[config.mk]
export PLATFORM = sky130hd
export DESIGN_NAME = cd_csr_wide_flat
export DESIGN_NICKNAME = d
export VERILOG_FILES = /design/src/rtl/cd_csr_wide_if.sv /design/src/rtl/cd_csr_wide.sv /design/src/flat_wrapper.sv
export SDC_FILE = /design/constraint.sdc
export NUM_CORES = 1
export LEC_CHECK = 0
export BUFFER_PORTS_ARGS = -buffer_cell sky130_fd_sc_hd__buf_2
export CORE_UTILIZATION = 55
export CTS_CLUSTER_DIAMETER = 120
export DETAILED_ROUTE_END_ITERATION = 6
export PLACE_DENSITY_LB_ADDON = 0.25
export SLEW_MARGIN = 20
export SYNTH_ARGS = -nofsm -noshare
export SYNTH_HDL_FRONTEND = slang
export SYNTH_SLANG_ARGS = --single-unit
[constraint.sdc]
create_clock -name clk -period 7.6 [get_ports clk]
set_clock_uncertainty 0.1 [all_clocks]
set_input_delay 1.14 -clock clk [delete_from_list [all_inputs] [get_ports clk]]
set_output_delay 1.14 -clock clk [all_outputs]
set_load 0.01 [all_outputs]
[src/rtl/cd_csr_wide_if.sv]
// CSR bus bundle for cd_csr_wide: byte-addressed read/write strobes with
// lane enables and a waitrequest stall back to the master.
interface cd_csr_wide_if #(
    parameter int DW = 32
);
    localparam int NB = DW / 8;

    logic [6:0]    address;
    logic          read;
    logic          write;
    logic [NB-1:0] byteenable;
    logic [DW-1:0] writedata;
    logic [DW-1:0] readdata;
    logic          waitrequest;

    modport master (
        output address, read, write, byteenable, writedata,
        input  readdata, waitrequest
    );

    modport slave (
        input  address, read, write, byteenable, writedata,
        output readdata, waitrequest
    );
endinterface

[src/rtl/cd_csr_wide.sv]
// CSR block for the CD link controller: configuration registers, sticky
// interrupt flags, and byte-serialised RX/TX RAM data ports behind a wide bus.
//
// state   | meaning
// S_IDLE  | no burst; single-cycle config accesses, burst start in cycle 0
// S_RX    | RX data read burst, capturing one RAM byte per cycle
// S_TX    | TX data write burst, writing one enabled lane per cycle
module cd_csr_wide #(
    parameter logic [7:0] VERSION = 8'h10,
    parameter int         DW      = 32,
    parameter int         RAM_AW  = 8,
    parameter int         W1C     = 1,
    parameter int         DIV_LS  = 346,
    parameter int         DIV_HS  = 346
) (
    input  logic              clk,
    input  logic              reset_n,
    cd_csr_wide_if.slave      csr,
    output logic              irq,
    output logic              full_duplex,
    output logic              break_sync,
    output logic              arbitration,
    output logic              not_drop,
    output logic              user_crc,
    output logic              tx_invert,
    output logic              tx_push_pull,
    output logic [7:0]        idle_wait_len,
    output logic [1:0]        tx_pre_len,
    output logic [9:0]        tx_permit_len,
    output logic [9:0]        max_idle_len,
    output logic [7:0]        filter,
    output logic [7:0]        filter_m0,
    output logic [7:0]        filter_m1,
    output logic [15:0]       div_ls,
    output logic [15:0]       div_hs,
    output logic [RAM_AW-1:0] rx_ram_rd_addr,
    input  logic [7:0]        rx_ram_rd_byte,
    input  logic [7:0]        rx_ram_rd_len,
    input  logic              rx_ram_rd_err,
    input  logic              rx_error,
    input  logic              rx_ram_lost,
    input  logic              rx_break,
    input  logic              rx_pending,
    input  logic              bus_idle,
    output logic              rx_ram_rd_done,
    output logic              rx_clean_all,
    output logic              tx_ram_wr_en,
    output logic [RAM_AW-1:0] tx_ram_wr_addr,
    output logic [7:0]        tx_ram_wr_data,
    output logic              tx_ram_switch,
    output logic              tx_abort,
    output logic              has_break,
    input  logic              ack_break,
    input  logic              tx_pending,
    input  logic              cd,
    input  logic              tx_err
);

    localparam int         NB        = DW / 8;
    localparam logic [6:0] LANE_MASK = 7'(NB - 1);
    localparam logic [1:0] LAST      = 2'(NB - 1);

    typedef enum logic [1:0] {S_IDLE, S_RX, S_TX} state_t;

    state_t state_q, state_d;
    logic [1:0] cnt_q, cnt_d, lane;
    logic busy_wait, rx_adv, tx_we;

    logic [7:0]  setting_q, setting_d, idle_wait_q, idle_wait_d;
    logic [1:0]  pre_len_q, pre_len_d;
    logic [9:0]  permit_q, permit_d, max_idle_q, max_idle_d;
    logic [7:0]  filter_q, filter_d, fm0_q, fm0_d, fm1_q, fm1_d;
    logic [15:0] div_ls_q, div_ls_d, div_hs_q, div_hs_d;
    logic [7:0]  int_mask_q, int_mask_d;
    logic [1:0]  permit_sh_q, permit_sh_d, max_idle_sh_q, max_idle_sh_d;
    logic [7:0]  div_ls_sh_q, div_ls_sh_d, div_hs_sh_q, div_hs_sh_d;
    // sticky bit order: tx_err, cd, rx_error, rx_lost, rx_break
    logic [4:0]  sticky_q, sticky_d, sticky_set, sticky_clr;
    logic        has_break_q, has_break_d;
    logic        rx_clean_q, rx_clean_d, rx_done_q, rx_done_d;
    logic        tx_switch_q, tx_switch_d, tx_abort_q, tx_abort_d;
    logic [RAM_AW-1:0] rx_addr_q, rx_addr_d, tx_addr_q, tx_addr_d;
    logic [23:0] cap_q;

    logic [6:0]  base;
    logic [4:0]  word;
    logic [3:0]  be4;
    logic [31:0] wd32, rd32;
    logic [7:0]  int_flag;
    logic        acc_wr, acc_rd, w7_rd_hit;

    assign base   = csr.address & ~LANE_MASK;
    assign word   = csr.address[6:2];
    assign be4    = 4'(csr.byteenable);
    assign wd32   = 32'(csr.writedata);
    assign acc_wr = (state_q == S_IDLE) && csr.write;
    assign acc_rd = (state_q == S_IDLE) && csr.read && !csr.write;

    assign int_flag   = {sticky_q[4], sticky_q[3], ~tx_pending,
                         setting_q[3] ? rx_ram_rd_err : sticky_q[2],
                         sticky_q[1], sticky_q[0], rx_pending, bus_idle ^ setting_q[7]};
    assign sticky_set = {tx_err, cd, rx_error, rx_ram_lost, rx_break};
    assign irq        = |(int_flag & int_mask_q);

    always_comb begin : fsm_next
        state_d   = state_q;
        cnt_d     = cnt_q;
        lane      = 2'd0;
        busy_wait = 1'b0;
        rx_adv    = 1'b0;
        tx_we     = 1'b0;
        case (state_q)
            S_IDLE: begin
                cnt_d = 2'd0;
                if (csr.write && word == 5'd9) begin
                    tx_we = be4[0];
                    if (NB > 1) begin
                        busy_wait = 1'b1;
                        state_d   = S_TX;
                        cnt_d     = 2'd1;
                    end
                end else if (csr.read && word == 5'd8) begin
                    rx_adv = 1'b1;
                    if (NB > 1) begin
                        busy_wait = 1'b1;
                        state_d   = S_RX;
                        cnt_d     = 2'd1;
                    end
                end
            end
            S_RX, S_TX: begin
                lane = cnt_q;
                if (state_q == S_RX) rx_adv = 1'b1;
                else                 tx_we  = be4[cnt_q];
                if (cnt_q == LAST) begin
                    state_d = S_IDLE;
                    cnt_d   = 2'd0;
                end else begin
                    busy_wait = 1'b1;
                    cnt_d     = cnt_q + 2'd1;
                end
            end
            default: state_d = S_IDLE;
        endcase
    end

    // Shadows are updated first so a commit sees upper bytes from the same write.
    always_comb begin : cfg_next
        setting_d     = setting_q;
        idle_wait_d   = idle_wait_q;
        pre_len_d     = pre_len_q;
        permit_d      = permit_q;
        max_idle_d    = max_idle_q;
        filter_d      = filter_q;
        fm0_d         = fm0_q;
        fm1_d         = fm1_q;
        div_ls_d      = div_ls_q;
        div_hs_d      = div_hs_q;
        int_mask_d    = int_mask_q;
        permit_sh_d   = permit_sh_q;
        max_idle_sh_d = max_idle_sh_q;
        div_ls_sh_d   = div_ls_sh_q;
        div_hs_sh_d   = div_hs_sh_q;
        sticky_clr    = 5'd0;
        w7_rd_hit     = 1'b0;
        has_break_d   = has_break_q & ~ack_break;
        rx_clean_d    = 1'b0;
        rx_done_d     = 1'b0;
        tx_switch_d   = 1'b0;
        tx_abort_d    = 1'b0;
        if (acc_wr) begin
            for (int i = 0; i < NB; i++) begin
                if (be4[i]) begin
                    case (base | 7'(i))
                        7'h04: setting_d     = wd32[8*i +: 8];
                        7'h08: idle_wait_d   = wd32[8*i +: 8];
                        7'h09: pre_len_d     = wd32[8*i +: 2];
                        7'h0D: permit_sh_d   = wd32[8*i +: 2];
                        7'h0F: max_idle_sh_d = wd32[8*i +: 2];
                        7'h10: filter_d      = wd32[8*i +: 8];
                        7'h11: fm0_d         = wd32[8*i +: 8];
                        7'h12: fm1_d         = wd32[8*i +: 8];
                        7'h15: div_ls_sh_d   = wd32[8*i +: 8];
                        7'h17: div_hs_sh_d   = wd32[8*i +: 8];
                        7'h18: int_mask_d    = wd32[8*i +: 8];
                        7'h1C: if (W1C != 0)
                            sticky_clr = {wd32[8*i+7], wd32[8*i+6], wd32[8*i+4],
                                          wd32[8*i+3], wd32[8*i+2]};
                        7'h28: begin
                            rx_clean_d = wd32[8*i+4];
                            rx_done_d  = wd32[8*i+1];
                        end
                        7'h2C: begin
                            if (wd32[8*i+5]) has_break_d = 1'b1;
                            tx_abort_d  = wd32[8*i+4];
                            tx_switch_d = wd32[8*i+1];
                        end
                        default: ;
                    endcase
                end
            end
            for (int i = 0; i < NB; i++) begin
                if (be4[i]) begin
                    case (base | 7'(i))
                        7'h0C: permit_d   = {permit_sh_d, wd32[8*i +: 8]};
                        7'h0E: max_idle_d = {max_idle_sh_d, wd32[8*i +: 8]};
                        7'h14: div_ls_d   = {div_ls_sh_d, wd32[8*i +: 8]};
                        7'h16: div_hs_d   = {div_hs_sh_d, wd32[8*i +: 8]};
                        default: ;
                    endcase
                end
            end
        end
        if (acc_rd) begin
            for (int i = 0; i < NB; i++)
                if ((base | 7'(i)) == 7'h1C) w7_rd_hit = 1'b1;
        end
        if (W1C == 0 && w7_rd_hit) sticky_clr = 5'h1F;
        sticky_d = (sticky_q & ~sticky_clr) | sticky_set;
    end

    always_comb begin : addr_next
        rx_addr_d = rx_addr_q;
        tx_addr_d = tx_addr_q;
        if (acc_wr && word == 5'd10) rx_addr_d = '0;
        else if (rx_adv)             rx_addr_d = rx_addr_q + RAM_AW'(1);
        if (acc_wr && word == 5'd11) tx_addr_d = '0;
        else if (tx_we)              tx_addr_d = tx_addr_q + RAM_AW'(1);
    end

    always_comb begin : read_mux
        rd32 = 32'd0;
        for (int i = 0; i < NB; i++) begin
            case (base | 7'(i))
                7'h00: rd32[8*i +: 8] = VERSION;
                7'h04: rd32[8*i +: 8] = setting_q;
                7'h08: rd32[8*i +: 8] = idle_wait_q;
                7'h09: rd32[8*i +: 8] = {6'd0, pre_len_q};
                7'h0C: rd32[8*i +: 8] = permit_q[7:0];
                7'h0D: rd32[8*i +: 8] = {6'd0, permit_q[9:8]};
                7'h0E: rd32[8*i +: 8] = max_idle_q[7:0];
                7'h0F: rd32[8*i +: 8] = {6'd0, max_idle_q[9:8]};
                7'h10: rd32[8*i +: 8] = filter_q;
                7'h11: rd32[8*i +: 8] = fm0_q;
                7'h12: rd32[8*i +: 8] = fm1_q;
                7'h14: rd32[8*i +: 8] = div_ls_q[7:0];
                7'h15: rd32[8*i +: 8] = div_ls_q[15:8];
                7'h16: rd32[8*i +: 8] = div_hs_q[7:0];
                7'h17: rd32[8*i +: 8] = div_hs_q[15:8];
                7'h18: rd32[8*i +: 8] = int_mask_q;
                7'h1C: rd32[8*i +: 8] = int_flag;
                7'h1D: rd32[8*i +: 8] = rx_ram_rd_len;
                default: ;
            endcase
        end
        if (word == 5'd8) begin
            rd32 = {8'd0, cap_q};
            rd32[8*(NB-1) +: 8] = rx_ram_rd_byte;
        end
    end

    always_ff @(posedge clk or negedge reset_n) begin
        if (!reset_n) begin
            state_q       <= S_IDLE;
            cnt_q         <= 2'd0;
            setting_q     <= 8'h10;
            idle_wait_q   <= 8'd10;
            pre_len_q     <= 2'd1;
            permit_q      <= 10'd20;
            max_idle_q    <= 10'd200;
            filter_q      <= 8'hFF;
            fm0_q         <= 8'hFF;
            fm1_q         <= 8'hFF;
            div_ls_q      <= 16'(DIV_LS);
            div_hs_q      <= 16'(DIV_HS);
            int_mask_q    <= 8'd0;
            permit_sh_q   <= 2'd0;
            max_idle_sh_q <= 2'd0;
            div_ls_sh_q   <= 8'd0;
            div_hs_sh_q   <= 8'd0;
            sticky_q      <= 5'd0;
            has_break_q   <= 1'b0;
            rx_clean_q    <= 1'b0;
            rx_done_q     <= 1'b0;
            tx_switch_q   <= 1'b0;
            tx_abort_q    <= 1'b0;
            rx_addr_q     <= '0;
            tx_addr_q     <= '0;
            cap_q         <= 24'd0;
        end else begin
            state_q       <= state_d;
            cnt_q         <= cnt_d;
            setting_q     <= setting_d;
            idle_wait_q   <= idle_wait_d;
            pre_len_q     <= pre_len_d;
            permit_q      <= permit_d;
            max_idle_q    <= max_idle_d;
            filter_q      <= filter_d;
            fm0_q         <= fm0_d;
            fm1_q         <= fm1_d;
            div_ls_q      <= div_ls_d;
            div_hs_q      <= div_hs_d;
            int_mask_q    <= int_mask_d;
            permit_sh_q   <= permit_sh_d;
            max_idle_sh_q <= max_idle_sh_d;
            div_ls_sh_q   <= div_ls_sh_d;
            div_hs_sh_q   <= div_hs_sh_d;
            sticky_q      <= sticky_d;
            has_break_q   <= has_break_d;
            rx_clean_q    <= rx_clean_d;
            rx_done_q     <= rx_done_d;
            tx_switch_q   <= tx_switch_d;
            tx_abort_q    <= tx_abort_d;
            rx_addr_q     <= rx_addr_d;
            tx_addr_q     <= tx_addr_d;
            // the last lane is always served live, so it is never captured
            if (rx_adv && lane != LAST) cap_q[{lane, 3'b000} +: 8] <= rx_ram_rd_byte;
        end
    end

    // Gating with reset_n keeps a held bus from writing the RAM while in reset.
    assign tx_ram_wr_en    = tx_we & reset_n;
    assign tx_ram_wr_data  = wd32[{lane, 3'b000} +: 8];
    assign tx_ram_wr_addr  = tx_addr_q;
    assign rx_ram_rd_addr  = rx_addr_q;
    assign csr.waitrequest = busy_wait & reset_n;
    assign csr.readdata    = rd32[DW-1:0];

    assign full_duplex   = setting_q[6];
    assign break_sync    = setting_q[5];
    assign arbitration   = setting_q[4];
    assign not_drop      = setting_q[3];
    assign user_crc      = setting_q[2];
    assign tx_invert     = setting_q[1];
    assign tx_push_pull  = setting_q[0];
    assign idle_wait_len = idle_wait_q;
    assign tx_pre_len    = pre_len_q;
    assign tx_permit_len = permit_q;
    assign max_idle_len  = max_idle_q;
    assign filter        = filter_q;
    assign filter_m0     = fm0_q;
    assign filter_m1     = fm1_q;
    assign div_ls        = div_ls_q;
    assign div_hs        = div_hs_q;
    assign has_break     = has_break_q;
    assign rx_clean_all  = rx_clean_q;
    assign rx_ram_rd_done = rx_done_q;
    assign tx_ram_switch = tx_switch_q;
    assign tx_abort      = tx_abort_q;

endmodule

[src/flat_wrapper.sv]
// flat-port wrapper written by rule: the top's interface ports become plain ports
module cd_csr_wide_flat 
#(
    parameter logic [7:0] VERSION = 8'h10,
    parameter int         DW      = 32,
    parameter int         RAM_AW  = 8,
    parameter int         W1C     = 1,
    parameter int         DIV_LS  = 346,
    parameter int         DIV_HS  = 346
)
  (clk, reset_n, irq, full_duplex, break_sync, arbitration, not_drop, user_crc, tx_invert, tx_push_pull, idle_wait_len, tx_pre_len, tx_permit_len, max_idle_len, filter, filter_m0, filter_m1, div_ls, div_hs, rx_ram_rd_addr, rx_ram_rd_byte, rx_ram_rd_len, rx_ram_rd_err, rx_error, rx_ram_lost, rx_break, rx_pending, bus_idle, rx_ram_rd_done, rx_clean_all, tx_ram_wr_en, tx_ram_wr_addr, tx_ram_wr_data, tx_ram_switch, tx_abort, has_break, ack_break, tx_pending, cd, tx_err, csr_address, csr_read, csr_write, csr_byteenable, csr_writedata, csr_readdata, csr_waitrequest);
  cd_csr_wide_if #(.DW(DW)) csr_i ();
  input  logic clk;
  input  logic reset_n;
  output logic irq;
  output logic full_duplex;
  output logic break_sync;
  output logic arbitration;
  output logic not_drop;
  output logic user_crc;
  output logic tx_invert;
  output logic tx_push_pull;
  output logic [7:0] idle_wait_len;
  output logic [1:0] tx_pre_len;
  output logic [9:0] tx_permit_len;
  output logic [9:0] max_idle_len;
  output logic [7:0] filter;
  output logic [7:0] filter_m0;
  output logic [7:0] filter_m1;
  output logic [15:0] div_ls;
  output logic [15:0] div_hs;
  output logic [RAM_AW-1:0] rx_ram_rd_addr;
  input  logic [7:0] rx_ram_rd_byte;
  input  logic [7:0] rx_ram_rd_len;
  input  logic rx_ram_rd_err;
  input  logic rx_error;
  input  logic rx_ram_lost;
  input  logic rx_break;
  input  logic rx_pending;
  input  logic bus_idle;
  output logic rx_ram_rd_done;
  output logic rx_clean_all;
  output logic tx_ram_wr_en;
  output logic [RAM_AW-1:0] tx_ram_wr_addr;
  output logic [7:0] tx_ram_wr_data;
  output logic tx_ram_switch;
  output logic tx_abort;
  output logic has_break;
  input  logic ack_break;
  input  logic tx_pending;
  input  logic cd;
  input  logic tx_err;
  input wire logic [$bits(csr_i.address)-1:0] csr_address;
  input wire logic [$bits(csr_i.read)-1:0] csr_read;
  input wire logic [$bits(csr_i.write)-1:0] csr_write;
  input wire logic [$bits(csr_i.byteenable)-1:0] csr_byteenable;
  input wire logic [$bits(csr_i.writedata)-1:0] csr_writedata;
  output wire logic [$bits(csr_i.readdata)-1:0] csr_readdata;
  output wire logic [$bits(csr_i.waitrequest)-1:0] csr_waitrequest;
  assign csr_i.address = csr_address;
  assign csr_i.read = csr_read;
  assign csr_i.write = csr_write;
  assign csr_i.byteenable = csr_byteenable;
  assign csr_i.writedata = csr_writedata;
  assign csr_readdata = csr_i.readdata;
  assign csr_waitrequest = csr_i.waitrequest;
  cd_csr_wide #(.VERSION(VERSION), .DW(DW), .RAM_AW(RAM_AW), .W1C(W1C), .DIV_LS(DIV_LS), .DIV_HS(DIV_HS)) u_core (.clk(clk), .reset_n(reset_n), .csr(csr_i), .irq(irq), .full_duplex(full_duplex), .break_sync(break_sync), .arbitration(arbitration), .not_drop(not_drop), .user_crc(user_crc), .tx_invert(tx_invert), .tx_push_pull(tx_push_pull), .idle_wait_len(idle_wait_len), .tx_pre_len(tx_pre_len), .tx_permit_len(tx_permit_len), .max_idle_len(max_idle_len), .filter(filter), .filter_m0(filter_m0), .filter_m1(filter_m1), .div_ls(div_ls), .div_hs(div_hs), .rx_ram_rd_addr(rx_ram_rd_addr), .rx_ram_rd_byte(rx_ram_rd_byte), .rx_ram_rd_len(rx_ram_rd_len), .rx_ram_rd_err(rx_ram_rd_err), .rx_error(rx_error), .rx_ram_lost(rx_ram_lost), .rx_break(rx_break), .rx_pending(rx_pending), .bus_idle(bus_idle), .rx_ram_rd_done(rx_ram_rd_done), .rx_clean_all(rx_clean_all), .tx_ram_wr_en(tx_ram_wr_en), .tx_ram_wr_addr(tx_ram_wr_addr), .tx_ram_wr_data(tx_ram_wr_data), .tx_ram_switch(tx_ram_switch), .tx_abort(tx_abort), .has_break(has_break), .ack_break(ack_break), .tx_pending(tx_pending), .cd(cd), .tx_err(tx_err));
endmodule
Yosys cells after proc, flatten, opt, wreduce, memory -nomap -nowiden

Index checks and enable logic that the tools add are counted.

Flip-flop bits (word level): 176

$add $sub $neg: 4
$lt $le $gt $ge: 1
Equal/unequal tests: 17
Shifts and indexed selects: 3
Muxes and demuxes: 59
Bitwise logic cells: 10
Reductions and logical operators: 28

Operators with widths:

| operator                                              | count |
|---|---|
| two-way mux 8 bit                                     | 8 |
| case mux 8 bit (8 select lines)                       | 1 |
| case mux 8 bit (6 select lines)                       | 1 |
| AND reduction 3 bit                                   | 11 |
| two-way mux 32 bit                                    | 1 |
| case mux 8 bit (4 select lines)                       | 1 |
| indexed part select 32 x 6 -> 8 bit                   | 1 |
| logical NOT 7 bit                                     | 4 |
| two-way mux 1 bit                                     | 26 |
| bitwise mux 24 bit                                    | 1 |
| case mux 8 bit (3 select lines)                       | 1 |
| variable shift 8 x 7 -> 24 bit (first input constant) | 1 |
| indexed part select 8 x 7 -> 24 bit                   | 1 |
| == test 5 x 3 -> 1 bit (second input constant)        | 4 |
| == test 5 x 4 -> 1 bit (second input constant)        | 4 |
| two-way mux 2 bit                                     | 10 |
| adder 8 x 1 -> 8 bit (second input constant)          | 2 |
| two-way mux 5 bit                                     | 3 |
| == test 5 x 2 -> 1 bit (second input constant)        | 2 |
| AND 8 bit                                             | 1 |
| case mux 2 bit (2 select lines)                       | 2 |
| OR reduction 8 bit                                    | 1 |
| negator 5 -> 7 bit                                    | 1 |
| logical AND 1 bit                                     | 6 |
| 20 further kinds                                      | 28 |

Longest topological paths before layout

Word-level depth: 7
Mapped depth: 11

Worst setup path after synthesis

Ideal clock, no wire load.

Path kind: input port to output port
Start: input port csr_address[4]
End: output port csr_readdata[1]
Data arrival time: 2,528 ps
Required time: 6,360 ps
Path slack: 3,832 ps
Stages: 5
Path buffers: 1
Path through: or3b_4 > nor3_1 > clkbuf_1 > a22oi_1 > nand4_1

Longest elaborated chain between the ends: 3
Elaborated cells on any way between the ends: 11
Classes of those cells: 8 x eq/ne; 2 x mux; 1 x reduce/logical

Ends and longest elaborated chain:

| item                                                 | line               | source |
|---|---|---|
| start: declaration                                   | flat_wrapper.sv:53 | `input wire logic [$bits(csr_i.address)-1:0] csr_address;` |
| == test 5 x 3 -> 1 bit, or another cell as far along | -                  |  |
| case mux 8 bit (8 select lines)                      | cd_csr_wide.sv:234 | `case (base \| 7'(i))` |
| two-way mux 32 bit *                                 | cd_csr_wide.sv:256 | `if (word == 5'd8) begin` |
| end: declaration                                     | flat_wrapper.sv:58 | `output wire logic [$bits(csr_i.readdata)-1:0] csr_readdata;` |

Every way passes the cells marked *; elsewhere a longest branch is shown, timed or not.

Worst setup path after layout

Start: input port csr_address[4]
End: output port csr_readdata[9]

Longest elaborated chain between the ends: 3
Elaborated cells on any way between the ends: 9
Classes of those cells: 6 x eq/ne; 2 x mux; 1 x reduce/logical

Ends and longest elaborated chain:

| item                                                 | line |
|---|---|
| == test 5 x 3 -> 1 bit, or another cell as far along | - |
| case mux 8 bit (6 select lines)                      | cd_csr_wide.sv:234 |
| two-way mux 32 bit *                                 | cd_csr_wide.sv:256 |

Marks and branches as above.

==> results.sh <==
export IMPL_p_comb_frac=0.226
export IMPL_synthCells=773
export IMPL_p_sw_frac=0.317
export IMPL_synth_avg_cell_area_um2=11.0
export IMPL_h_tree_depth=4
export IMPL_dieArea_um2=16000
export IMPL_remaining_drc_errors=0
export IMPL_grt_pass1_wl_um=37700
export IMPL_hold_viol_final=0
export IMPL_dp_cells=1155
export IMPL_crit_buf_inv=2
export IMPL_crit_chain="buf_2 > or3_1 > nor2_1 > a222oi_1 > a22oi_1 > buf_2"
export IMPL_final_setup_tns_ns=0
export IMPL_synthArstFlopShare=1.00
export IMPL_critical_path_endpoint_type="output pin"
export IMPL_grt_max_degree=102
export IMPL_hold_class="reg -> reg"
export IMPL_gp_congestion=0.858
export IMPL_root_buffer="clkbuf_16"
export IMPL_hpwlAfterDp_um=17000
export IMPL_holdBufCountCts=0
export IMPL_switching_power_mw=0.886
export IMPL_cts_made_buffers=17
export IMPL_slowest_delay_ns=0.78
export IMPL_vias=7189
export IMPL_crit_path_max_fanout=11
export IMPL_clockBufferDepth=2
export IMPL_ant_nets=0
export IMPL_timing_hold_ws_ns=0.381
export IMPL_worst_slack_ns=3.26
export IMPL_crit_family="simple AND/OR/NAND/NOR gates"
export IMPL_post_route_period_util=0.571
export IMPL_drv_slew=0
export IMPL_path_class="in -> out"
export IMPL_outcome="finished clean"
export IMPL_ys_dominant_reg_cell="dfrtp_1"
export IMPL_synth_edf_count=0
export IMPL_setup_violations=0
export IMPL_clk_latency_ns=0.44
export IMPL_rsz0062_at_grt="false"
export IMPL_syn_nets=857
export IMPL_min_period_ns=4.34
export IMPL_pwr_share_seq=0.462
export IMPL_die_w_um=127
export IMPL_drive_above_1_share=0.423
export IMPL_grt_overflow=0
export IMPL_clock_power_share=0.312
export IMPL_cellPowerDensity_nw_per_um2=268
export IMPL_leakage_nw=5.31
export IMPL_antenna_found_initial=0
export IMPL_clkTransAtPathRegs_ns=0.07
export IMPL_start_kind="primary input"
export IMPL_avgRoutedWirePerCell_um=20.4
export IMPL_syn_area_um2=8540
export IMPL_yosysSeqAreaShare=0.522
export IMPL_drtPass1Iterations=5
export IMPL_areaGrowthSynthToFinish_pct=22.2
export IMPL_via_per_inst=6.05
export IMPL_clock_sinks=176
export IMPL_die_h_um=127
export IMPL_drv_cap=0
export IMPL_worstPathArrival_ns=3.10
export IMPL_ys_seq_elements=176
export IMPL_placed_area_um2=9830
export IMPL_yosysTopAreaCell="dfrtp_1"
export IMPL_synth_cell_types=51
export IMPL_cts_tree="yes"
export IMPL_cpMaxStageDelayCell="nor2_1"
export IMPL_coreArea_um2=15200
export IMPL_crit_path_frequent_cell="buf_2"
export IMPL_fmax_mhz=230
export IMPL_fin_nets=1071
export IMPL_synth_top_area_frac=0.390
export IMPL_crit_required_ns=6.36
export IMPL_diodes=0
export IMPL_post_cts_buffers=0
export IMPL_tightest_slew_ns=1.07
export IMPL_relSlewSlack=0.289
export IMPL_yosysWarnings=0
export IMPL_fin_area_um2=10400
export IMPL_synth_area_leaders="dfrtp_1 (39%), mux2_2 (14%), dfstp_2 (13%), a22oi_1 (5.5%), nand2_1 (4.7%)"
export IMPL_place_ws_ns=3.04
export IMPL_drt_total_wl_um=24200
export IMPL_grt_usage=0.312
export IMPL_final_cells=1188
export IMPL_grt_pass1_vias=6953
export IMPL_rows=45
export IMPL_cts_resized=0
export IMPL_ios=230
export IMPL_initial_core_util=0.562
export IMPL_drt_initial_drc_count=567
export IMPL_irDropWorstVdd_v=0.000163
export IMPL_power_internal_mw=1.91
export IMPL_port_buffers=227
per-layer routing:
layer / routed length (um) / track usage / vias to the layer above
li1: - / - / 3222
met1: 10300 / 0.413 / 3575
met2: 11500 / 0.500 / 349
met3: 1880 / 0.0683 / 43
met4: 522 / 0.131 / 0
met5: 0 / 0 / -
cell type report:
type | count | area [um^2]
repair buffers | 233 | 1200
clock inverters | 15 | 160
flip-flops and latches | 176 | 4460
inverters | 17 | 63.8
fillers | 1200 | 4770
well taps | 188 | 235
multi-input cells | 542 | 3890
clock buffers | 17 | 425
layout by cell type, fill, tap and decap left out, drive strengths merged, types with 5 or more instances in the layout:
cell type / instances
a211oi: 8
a21o: 5
a21oi: 22
a22o: 8
a22oi: 63
a31oi: 8
and2: 6
and3: 12
buf: 233
clkbuf: 17
clkinv: 7
dfrtp: 133
dfstp: 43
ha: 11
inv: 21
mux2: 105
mux2i: 29
nand2: 108
nand3: 12
nand4: 9
nor2: 37
nor2b: 13
nor3b: 5
o21ai: 36
xnor2: 6
xor2: 7
worst reg2reg max path: cells and delay by family (launching register included):
family | cells | cell delay (ns)
flip-flops | 1 | 0.42
AO/OA/AOI/OAI | 1 | 0.21
buffers and inverters | 2 | 0.35
adder cells (fa/ha/maj) | 2 | 0.78
AND/OR/NAND/NOR | 3 | 1.57
synthesized netlist by cell type (all sizes together), types with 2 or more instances:
master	number
mux2i	29
nor2b	13
nor3	4
dfrtp	133
and3b	3
or3b	2
xnor2	6
nor2	37
a22oi	63
nand2b	4
a221oi	4
inv	17
a22o	8
dfstp	43
and3	12
a31oi	8
a21o	5
nand3	12
o21ai	36
nand4	9
xor2	7
and2	6
nand2	108
a21oi	22
a211oi	8
mux2	105
or3	2
and4	2
ha	11
clkbuf	26
nor3b	5
buf	12
registers in the layout, indices dropped and copies added, names as in the netlist, 2 cells and up:
signal,count
u_core.permit_sh_q,2
u_core.div_ls_sh_q,8
u_core.div_ls,16
u_core.filter_m1,8
u_core.filter,8
u_core.div_hs,16
u_core.sticky_q,5
u_core.max_idle_sh_q,2
u_core.state_q,2
u_core.cnt_q,2
u_core.div_hs_sh_q,8
u_core.tx_ram_wr_addr,8
u_core.tx_permit_len,10
u_core.idle_wait_len,8
u_core.max_idle_len,10
u_core.int_mask_q,8
u_core.setting_q,8
u_core.rx_ram_rd_addr,8
u_core.filter_m0,8
u_core.tx_pre_len,2
u_core.cap_q,24
path summary, 6_finish.rpt:
| kind | from | endpoint | slack, ns | cells after the start |
|---|---|---|---|---|
| min in group asynchronous | reset_n | u_core.tx_pre_len[1] | 0.70 | 1 |
| setup reg to reg | u_core.state_q[0] | u_core.cap_q[18] | 4.09 | 8 |
| hold / removal | u_core.sticky_q[2] | u_core.sticky_q[2] | 0.38 | 1 |
| hold reg to reg | u_core.sticky_q[2] | u_core.sticky_q[2] | 0.38 | 1 |
| setup / recovery | csr_address[4] | csr_readdata[9] | 3.26 | 6 |
| max in group asynchronous | reset_n | u_core.idle_wait_len[2] | 5.23 | 2 |
power groups by stage:
stage	Sequential, mW	Clock, mW	Combinational, mW
after floorplan	1.32	0	0.328
after global placement	1.30	0	0.611
after detailed placement	1.30	0	0.630
after CTS	1.29	0.882	0.635
after global routing	1.32	0.921	0.697
final	1.29	0.872	0.633
through the flow:
stage,utilization,power [mW]
6_report,0.687,2.80
5_1_grt,0.687,2.93
4_1_cts,0.685,2.81
3_5_place_dp,0.647,1.93
3_3_place_gp,0.646,1.91
2_1_floorplan,-,1.64
cell families (layout without fill, tap and decap cells):
group,Yosys count,count (layout),share of synthesized area
XOR/XNOR,13,13,0.0133
adder cells (fa/ha/maj),11,11,0.0161
multiplexers,135,135,0.175
flip-flops,176,176,0.522
AO/OA/AOI/OAI,161,161,0.126
buffers and inverters,55,282,0.0256
AND/OR/NAND/NOR,222,222,0.122
Note: power is estimated with default switching activity, not from simulation.
